## src/rtl/n_bit_piso_serializer_if.sv

```systemverilog
// n_bit_piso_serializer_if
//   Bundles the serializer's word-side handshake and its serial-side outputs.
//   slave  : the serializer (consumes words, drives the serial stream)
//   master : the producer / downstream observer
// Signals
//   i_valid        producer offers i_data
//   o_ready        serializer can take a word this cycle
//   i_data         WIDTH-bit word
//   o_serial       serial bit
//   o_serial_valid o_serial carries a data bit
//   o_first/o_last first / last bit of a word
//   o_busy         shifter active or holding buffer occupied
interface n_bit_piso_serializer_if #(
    parameter int WIDTH = 8
);
    logic             i_valid;
    logic             o_ready;
    logic [WIDTH-1:0] i_data;
    logic             o_serial;
    logic             o_serial_valid;
    logic             o_first;
    logic             o_last;
    logic             o_busy;

    modport slave (
        input  i_valid, i_data,
        output o_ready, o_serial, o_serial_valid, o_first, o_last, o_busy
    );

    modport master (
        output i_valid, i_data,
        input  o_ready, o_serial, o_serial_valid, o_first, o_last, o_busy
    );
endinterface

```

## src/rtl/n_bit_piso_serializer.sv

```systemverilog
// n_bit_piso_serializer
//   Parallel-in / serial-out transmitter. Words arrive on a valid/ready
//   handshake and leave one bit per clock. A one-entry holding register lets
//   the producer hand over the next word while the current one is shifting,
//   so words stream back-to-back when GAP is 0.
// Parameters
//   WIDTH      bits per word (>= 2)
//   GAP        idle cycles inserted after the last bit of every word
//   MSB_FIRST  1: bit WIDTH-1 leaves first, 0: bit 0 leaves first
// Ports
//   clk    rising-edge clock
//   rst_n  asynchronous active-low reset
//   bus    slave side of n_bit_piso_serializer_if
module n_bit_piso_serializer #(
    parameter int WIDTH     = 8,
    parameter int GAP       = 0,
    parameter bit MSB_FIRST = 1'b1
) (
    input  logic                      clk,
    input  logic                      rst_n,
    n_bit_piso_serializer_if.slave    bus
);
    localparam int CW = $clog2(WIDTH);
    localparam int GW = (GAP > 1) ? $clog2(GAP) : 1;
    localparam logic [CW-1:0] CNT_LAST = CW'(WIDTH - 1);
    localparam logic [GW-1:0] GAP_LAST = GW'((GAP > 0) ? GAP - 1 : 0);

    typedef enum logic [1:0] {S_IDLE, S_SHIFT, S_GAP} state_e;

    state_e           state_q, state_d;
    logic [CW-1:0]    cnt_q, cnt_d;
    logic [GW-1:0]    gcnt_q, gcnt_d;
    logic [WIDTH-1:0] shreg_q, shreg_d;
    logic [WIDTH-1:0] hold_q, hold_d;
    logic             hold_full_q, hold_full_d;

    logic             accept;
    logic             shift_free;
    logic             load;
    logic [WIDTH-1:0] load_word;

    always_ff @(posedge clk or negedge rst_n) begin
        if (!rst_n) begin
            state_q     <= S_IDLE;
            cnt_q       <= '0;
            gcnt_q      <= '0;
            shreg_q     <= '0;
            hold_q      <= '0;
            hold_full_q <= 1'b0;
        end else begin
            state_q     <= state_d;
            cnt_q       <= cnt_d;
            gcnt_q      <= gcnt_d;
            shreg_q     <= shreg_d;
            hold_q      <= hold_d;
            hold_full_q <= hold_full_d;
        end
    end

    always_comb begin
        accept     = bus.i_valid && !hold_full_q;
        // The shifter can take a new word at this edge: idle, finishing the
        // last bit with no gap to follow, or finishing the last gap cycle.
        shift_free = (state_q == S_IDLE)
                  || (state_q == S_SHIFT && cnt_q == CNT_LAST && GAP == 0)
                  || (state_q == S_GAP && gcnt_q == GAP_LAST);
        load       = shift_free && (hold_full_q || accept);
        // A buffered word always goes first; otherwise the incoming word
        // bypasses the buffer.
        load_word  = hold_full_q ? hold_q : bus.i_data;

        state_d     = state_q;
        cnt_d       = cnt_q;
        gcnt_d      = gcnt_q;
        shreg_d     = shreg_q;
        hold_d      = hold_q;
        hold_full_d = hold_full_q;

        // accept never coincides with hold_full_q, since o_ready is low then
        if (load && hold_full_q) begin
            hold_full_d = 1'b0;
        end else if (accept && !load) begin
            hold_d      = bus.i_data;
            hold_full_d = 1'b1;
        end

        case (state_q)
            S_IDLE: ;
            S_SHIFT: begin
                shreg_d = MSB_FIRST ? {shreg_q[WIDTH-2:0], 1'b0}
                                    : {1'b0, shreg_q[WIDTH-1:1]};
                if (cnt_q == CNT_LAST) begin
                    cnt_d = '0;
                    if (GAP > 0) begin
                        state_d = S_GAP;
                        gcnt_d  = '0;
                    end else begin
                        state_d = S_IDLE;
                    end
                end else begin
                    cnt_d = cnt_q + 1'b1;
                end
            end
            S_GAP: begin
                if (gcnt_q == GAP_LAST) state_d = S_IDLE;
                else                    gcnt_d  = gcnt_q + 1'b1;
            end
            default: state_d = S_IDLE;
        endcase

        // A load overrides the fall-back to IDLE chosen above.
        if (load) begin
            state_d = S_SHIFT;
            cnt_d   = '0;
            shreg_d = load_word;
        end
    end

    assign bus.o_ready        = !hold_full_q;
    assign bus.o_serial_valid = (state_q == S_SHIFT);
    assign bus.o_serial       = bus.o_serial_valid
                              && (MSB_FIRST ? shreg_q[WIDTH-1] : shreg_q[0]);
    assign bus.o_first        = bus.o_serial_valid && (cnt_q == '0);
    assign bus.o_last         = bus.o_serial_valid && (cnt_q == CNT_LAST);
    assign bus.o_busy         = (state_q != S_IDLE) || hold_full_q;
endmodule

```

## src/flat_wrapper.sv

```systemverilog
// flat-port wrapper written by rule: the top's interface ports become plain ports
module n_bit_piso_serializer_flat 
#(
    parameter int WIDTH     = 8,
    parameter int GAP       = 0,
    parameter bit MSB_FIRST = 1'b1
)
  (clk, rst_n, bus_i_valid, bus_i_data, bus_o_ready, bus_o_serial, bus_o_serial_valid, bus_o_first, bus_o_last, bus_o_busy);
  n_bit_piso_serializer_if #(.WIDTH(WIDTH)) bus_i ();
  input  logic clk;
  input  logic rst_n;
  input wire logic [$bits(bus_i.i_valid)-1:0] bus_i_valid;
  input wire logic [$bits(bus_i.i_data)-1:0] bus_i_data;
  output wire logic [$bits(bus_i.o_ready)-1:0] bus_o_ready;
  output wire logic [$bits(bus_i.o_serial)-1:0] bus_o_serial;
  output wire logic [$bits(bus_i.o_serial_valid)-1:0] bus_o_serial_valid;
  output wire logic [$bits(bus_i.o_first)-1:0] bus_o_first;
  output wire logic [$bits(bus_i.o_last)-1:0] bus_o_last;
  output wire logic [$bits(bus_i.o_busy)-1:0] bus_o_busy;
  assign bus_i.i_valid = bus_i_valid;
  assign bus_i.i_data = bus_i_data;
  assign bus_o_ready = bus_i.o_ready;
  assign bus_o_serial = bus_i.o_serial;
  assign bus_o_serial_valid = bus_i.o_serial_valid;
  assign bus_o_first = bus_i.o_first;
  assign bus_o_last = bus_i.o_last;
  assign bus_o_busy = bus_i.o_busy;
  n_bit_piso_serializer #(.WIDTH(WIDTH), .GAP(GAP), .MSB_FIRST(MSB_FIRST)) u_core (.clk(clk), .rst_n(rst_n), .bus(bus_i));
endmodule
```

## config.mk

```make
export PLATFORM = sky130hd
export DESIGN_NAME = n_bit_piso_serializer_flat
export DESIGN_NICKNAME = d
export VERILOG_FILES = /design/src/rtl/n_bit_piso_serializer_if.sv /design/src/rtl/n_bit_piso_serializer.sv /design/src/flat_wrapper.sv
export SDC_FILE = /design/constraint.sdc
export NUM_CORES = 1
export LEC_CHECK = 0
export CAP_MARGIN = 30
export CORE_ASPECT_RATIO = 0.5
export CORE_MARGIN = 1.5
export CORE_UTILIZATION = 39
export CTS_CLUSTER_DIAMETER = 60
export CTS_CLUSTER_SIZE = 10
export DETAILED_ROUTE_END_ITERATION = 6
export MAX_ROUTING_LAYER = met4
export PLACE_DENSITY = 0.6
export SYNTH_ARGS = -nofsm -noshare
export SYNTH_HDL_FRONTEND = slang
export SYNTH_SLANG_ARGS = --single-unit
export TNS_END_PERCENT = 50
```

## constraint.sdc

```tcl
create_clock -name clk -period 2.4 [get_ports clk]
set_clock_uncertainty 0.05 [all_clocks]
set_input_delay 0.48 -clock clk [delete_from_list [all_inputs] [get_ports clk]]
set_output_delay 0.48 -clock clk [all_outputs]
set_load 0.01 [all_outputs]
```

Yosys cells after proc, flatten, opt, wreduce, memory -nomap -nowiden
Cells that the tools add are included.
{"block": "totals", "output_inout_bits": 6, "elab_cells": 50, "regBits": 23}
{"block": "op_classes", "n_addsub": 2, "muxes": 13, "reduce_logical": 21, "eq_ne": 6, "bitwise_logic": 2}
{"operator": "$mux 8", "n": 3}
{"operator": "$mux 3", "n": 3}
{"operator": "$logic_and 1x1->1", "n": 8}
{"operator": "$mux 2", "n": 3}
{"operator": "$ne 3x3->1 const B", "n": 2}
{"operator": "$pmux 2 s3", "n": 1}
{"operator": "$reduce_bool 2->1", "n": 3}
{"operator": "$logic_or 1x1->1", "n": 4}
{"operator": "$add 3x1->3 const B", "n": 1}
{"operator": "$eq 3x3->1 const B", "n": 1}
{"operator": "$logic_not 3->1", "n": 1}
{"operator": "$mux 1", "n": 3}
{"operator": "$reduce_and 3->1", "n": 1}
{"operator": "$eq 2x1->1 const B", "n": 1}
{"operator": "$eq 2x2->1 const B", "n": 1}
{"operator": "$logic_not 1->1", "n": 2}
{"operator": "$logic_not 2->1", "n": 1}
{"operator": "$ne 2x1->1 const B", "n": 1}
{"operator": "$not 1->1", "n": 2}
{"operator": "$reduce_and 2->1", "n": 1}
{"operator": "$add 1x1->1 const B", "n": 1}

Longest topological paths before layout
{"block": "logic_depth", "ltp_word": 9, "mapped_depth": 6, "ltp_nobuf": 5}

Worst setup path after synthesis
OpenSTA, ideal clock, no wires.
{"block": "synth_timing", "kind": "register to register", "startpoint": "register u_core.cnt_q[0]", "endpoint": "register u_core.hold_q[0]", "slack_ns": 0.736, "arrival_ns": 1.486, "path_stages_with_launch": 7, "t_required_ns": 2.223, "path_buffers": 1, "setup_ns": 0.127, "path_cell_list": "dfrtp_1 ha_1 ha_1 nor2b_1 and3_1 buf_4 mux2_1"}
{"block": "synth_between", "elab_chain_len": 8}
{"item": "start, declared", "line_no": "n_bit_piso_serializer.sv:31", "text": "logic [CW-1:0] cnt_q, cnt_d;"}
{"item": "start signal, assigned", "line_no": "n_bit_piso_serializer.sv:52", "text": "cnt_q <= cnt_d;"}
{"item": "$eq 3x3->1 *", "line_no": "n_bit_piso_serializer.sv:65", "text": "|| (state_q == S_SHIFT && cnt_q == CNT_LAST && GAP == 0)"}
{"item": "$logic_and 1x1->1 *", "line_no": "n_bit_piso_serializer.sv:65"}
{"item": "$logic_or 1x1->1 *", "line_no": "n_bit_piso_serializer.sv:65"}
{"item": "$logic_or 1x1->1 *", "line_no": "n_bit_piso_serializer.sv:66", "text": "|| (state_q == S_GAP && gcnt_q == GAP_LAST);"}
{"item": "$logic_and 1x1->1 *", "line_no": "n_bit_piso_serializer.sv:67", "text": "load = shift_free && (hold_full_q || accept);"}
{"item": "$logic_not 1->1 / $logic_and 1x1->1 (equally long branches)", "line_no": "n_bit_piso_serializer.sv:82, n_bit_piso_serializer.sv:80"}
{"item": "$logic_and 1x1->1 / $not 1->1 (equally long branches)"}
{"item": "$reduce_and 2->1 (no source line) *"}
{"item": "end signal, assigned", "line_no": "n_bit_piso_serializer.sv:55", "text": "hold_q <= hold_d;"}
{"item": "end, declared", "line_no": "n_bit_piso_serializer.sv:34", "text": "logic [WIDTH-1:0] hold_q, hold_d;"}
Every way passes the cells marked *; elsewhere a longest branch is shown, timed or not.
A chain may end at the register's enable or synchronous reset.

Worst setup path in the final report
{"block": "layout_timing", "startpoint": "register u_core.cnt_q[0]", "endpoint": "output bus_o_last"}
{"block": "layout_between", "elab_chain_len": 2}
{"item": "$eq 3x3->1", "line_no": "n_bit_piso_serializer.sv:124", "text": "assign bus.o_last = bus.o_serial_valid && (cnt_q == CNT_LAST);"}
{"item": "$logic_and 1x1->1", "line_no": "n_bit_piso_serializer.sv:124"}
{"item": "end, declared", "line_no": "flat_wrapper.sv:18", "text": "output wire logic [$bits(bus_i.o_last)-1:0] bus_o_last;"}
No other way between the ends.

==> impl_metrics.json <==
{
  "status": "completed",
  "htree_levels": 1,
  "cp_max_fo": 4,
  "clk_latency_ns": 0.26,
  "ys_seq_elements": 21,
  "p_per_area_nw_per_um2": 931,
  "crit_path_start_kind": "flop",
  "cts_buffer_depth": 2,
  "rows": 13,
  "gp_congestion": 0.817,
  "cts.clk_slew.worst_paths_ns": 0.07,
  "routed-wl-met3_um": 104,
  "yosysSeqAreaShare": 0.482,
  "worstMarginPinSlew_ns": 0.504,
  "timing.fmax_ghz": 0.450,
  "post-cts-setup-buffers": 0,
  "finalSetupViolCount": 0,
  "rsz0062_at_grt": "no",
  "num-nets-final": 136,
  "ctsHoldBuffers": 0,
  "synth_cell_type_count": 27,
  "end_kind": "output port",
  "cts_sinks": 21,
  "period_share": 0.925,
  "hold_class": "reg2reg",
  "wl_met1_mm": 1.17,
  "drt_wl_total_mm": 2.21,
  "grt_pass1_vias": 768,
  "drtPass1Iterations": 4,
  "utilization": 0.509,
  "die_h_um": 40.4,
  "p_leak_nw": 0.565,
  "wl_per_cell_um": 14.0,
  "start_util": 0.416,
  "syn_to_final_growth_pct": 22.4,
  "io_pins": 17,
  "cts_root_buffer": "clkbuf_8",
  "highest_layer": "met4",
  "cts_resized": 0,
  "syn_area_per_cell_sq_um": 10.6,
  "yosysWarningCount": 0,
  "cap_violations": 0,
  "ant_nets": 0,
  "globalRouteOverflowTotal": 0,
  "final_cells": 158,
  "syn_area_sq_um": 1090,
  "initialDrtViolationCount": 37,
  "numCtsBuffers": 3,
  "drv_slew": 0,
  "vias": 838,
  "grt_start_max_net_pins": 22,
  "place.detailed.hpwl_mm": 1.57,
  "dp_cells": 154,
  "finalHoldViolCount": 0,
  "irDropWorstVdd_uv": 298,
  "port_buffers": 16,
  "cp.arrival_ns": 1.69,
  "worstSetupPathType": "reg2out",
  "drive_above_1_share": 0.0909,
  "via_per_inst": 5.30,
  "die_w_um": 77.8,
  "cp_data_required_time_ns": 1.87,
  "dr_wl_met2_um": 908,
  "insertedDiodeCount": 0,
  "stdcell_area_sq_um": 1330,
  "gr-usage-all-layers": 0.172,
  "max_slew_margin": 0.664,
  "grt_pass1_wl_mm": 3.77,
  "cts_tree": "done",
  "antenna_found_initial": 0,
  "finalSetupTns_ns": 0,
  "drc": 0,
  "core_sq_um": 2620,
  "synth_cells": 103,
  "finalCriticalPeriod_ns": 2.22,
  "placed_cell_area_sq_um": 1290,
  "die-area_sq_um": 3140,
  "syn_nets": 117
}
-- state kept, by name (all words and copies together), names as in the netlist --
signal and count:
u_core.state_q 1, u_core.cnt_q 3, u_core.hold_q 8, u_core.hold_full_q 1, u_core.shreg_q 8
-- report_power, final --
part           total (mW)  internal (mW)  leakage (nW)  switching, mW
clock               0.230          0.118        0.0228          0.112
combinational       0.423          0.216         0.285          0.207
sequential          0.589          0.498         0.257         0.0902
total                1.24          0.832         0.565          0.409
-- Yosys cell counts --
master	n	area, sq um
a21oi_1	7	35.0
and2_1	2	12.5
and3_1	1	6.26
buf_1	1	3.75
buf_2	3	15.0
buf_4	1	7.51
buf_6	2	22.5
clkbuf_1	1	3.75
dfrtp_1	21	526
ha_1	3	37.5
inv_1	3	11.3
inv_2	1	3.75
mux2_1	8	90.1
mux2i_1	1	10.0
nand2_1	6	22.5
nand2b_1	7	43.8
nor2_1	5	18.8
nor2b_1	1	6.26
nor3_1	1	5.00
o21ai_0	2	10.0
o21ai_1	7	35.0
o221ai_1	13	114
o221ai_2	1	15.0
o22ai_1	1	6.26
o31ai_1	1	7.51
or2b_1	2	15.0
or3_1	1	6.26
-- metal layers --
layer / vias up / track usage
met3: 4 / 0.0477
met5: - / -
met1: 401 / 0.224
li1: 414 / -
met2: 19 / 0.265
met4: 0 / 0.0545
-- cell families after synthesis --
kind of cell | count (synthesis) | share of synthesized area
and+or+nand+nor | 26 | 0.125
buffers and inverters | 12 | 0.0620
DFF | 21 | 0.482
adders and majority gates | 3 | 0.0344
muxes | 9 | 0.0919
AOI/OAI and AO/OA | 32 | 0.204
-- layout by cell type (no fill, tap or decap) --
master           instances
nand2b_1                 7
ha_1                     3
o221ai_1                13
o21ai_1                  7
o221ai_2                 1
nor2b_1                  1
or3_1                    1
a21oi_1                  7
nand2_1                  6
or2b_1                   2
and2_1                   2
dfrtp_1                 21
nor2_1                   5
clkbuf_1                 1
clkbuf_8                 3
mux2_1                   8
inv_2                    1
and3_1                   1
mux2i_1                  1
nor3_1                   1
o22ai_1                  1
inv_1                    3
buf_4                    6
o31ai_1                  1
clkdlybuf4s50_1         16
o21ai_0                  2
-- path summary, 6_finish.rpt --
path,depth (start not counted),endpoint,from,slack [ns]
setup / recovery,4,bus_o_last,u_core.cnt_q[0],0.18
hold / removal,1,u_core.hold_q[0],u_core.hold_q[0],0.44
setup reg to reg,5,u_core.hold_q[5],u_core.cnt_q[0],0.44
hold reg to reg,1,u_core.hold_q[0],u_core.hold_q[0],0.44
max in group asynchronous,2,u_core.cnt_q[2],rst_n,1.58
min in group asynchronous,2,u_core.hold_q[1],rst_n,0.51
-- critical path, cell delays in order, from the launching register on --
cell and delay (ns):
dfrtp_1 0.41, ha_1 0.21, ha_1 0.21, and2_1 0.14, clkdlybuf4s50_1 0.47
-- through the flow --
step / setup WS [ns] / total power [mW] / hold slack [ns]
after floorplan: 0.736 / 0.858 / 0.134
after global placement: 0.198 / 1.02 / 0.421
after detailed placement: 0.179 / 1.02 / 0.426
after CTS: 0.167 / 1.26 / 0.445
after global routing: 0.111 / 1.34 / 0.463
final: 0.179 / 1.24 / 0.439
-- layout make-up --
| cell class | count | area, sq um |
|---|---|---|
| Fill cell | 244 | 1280 |
| Tap cell | 37 | 46.3 |
| Timing Repair Buffer | 22 | 205 |
| Inverter | 4 | 15.0 |
| Multi-Input combinational cell | 70 | 497 |
| Sequential cell | 21 | 526 |
| Clock buffer | 4 | 45.0 |
Note: power is estimated with default switching activity, not from simulation.
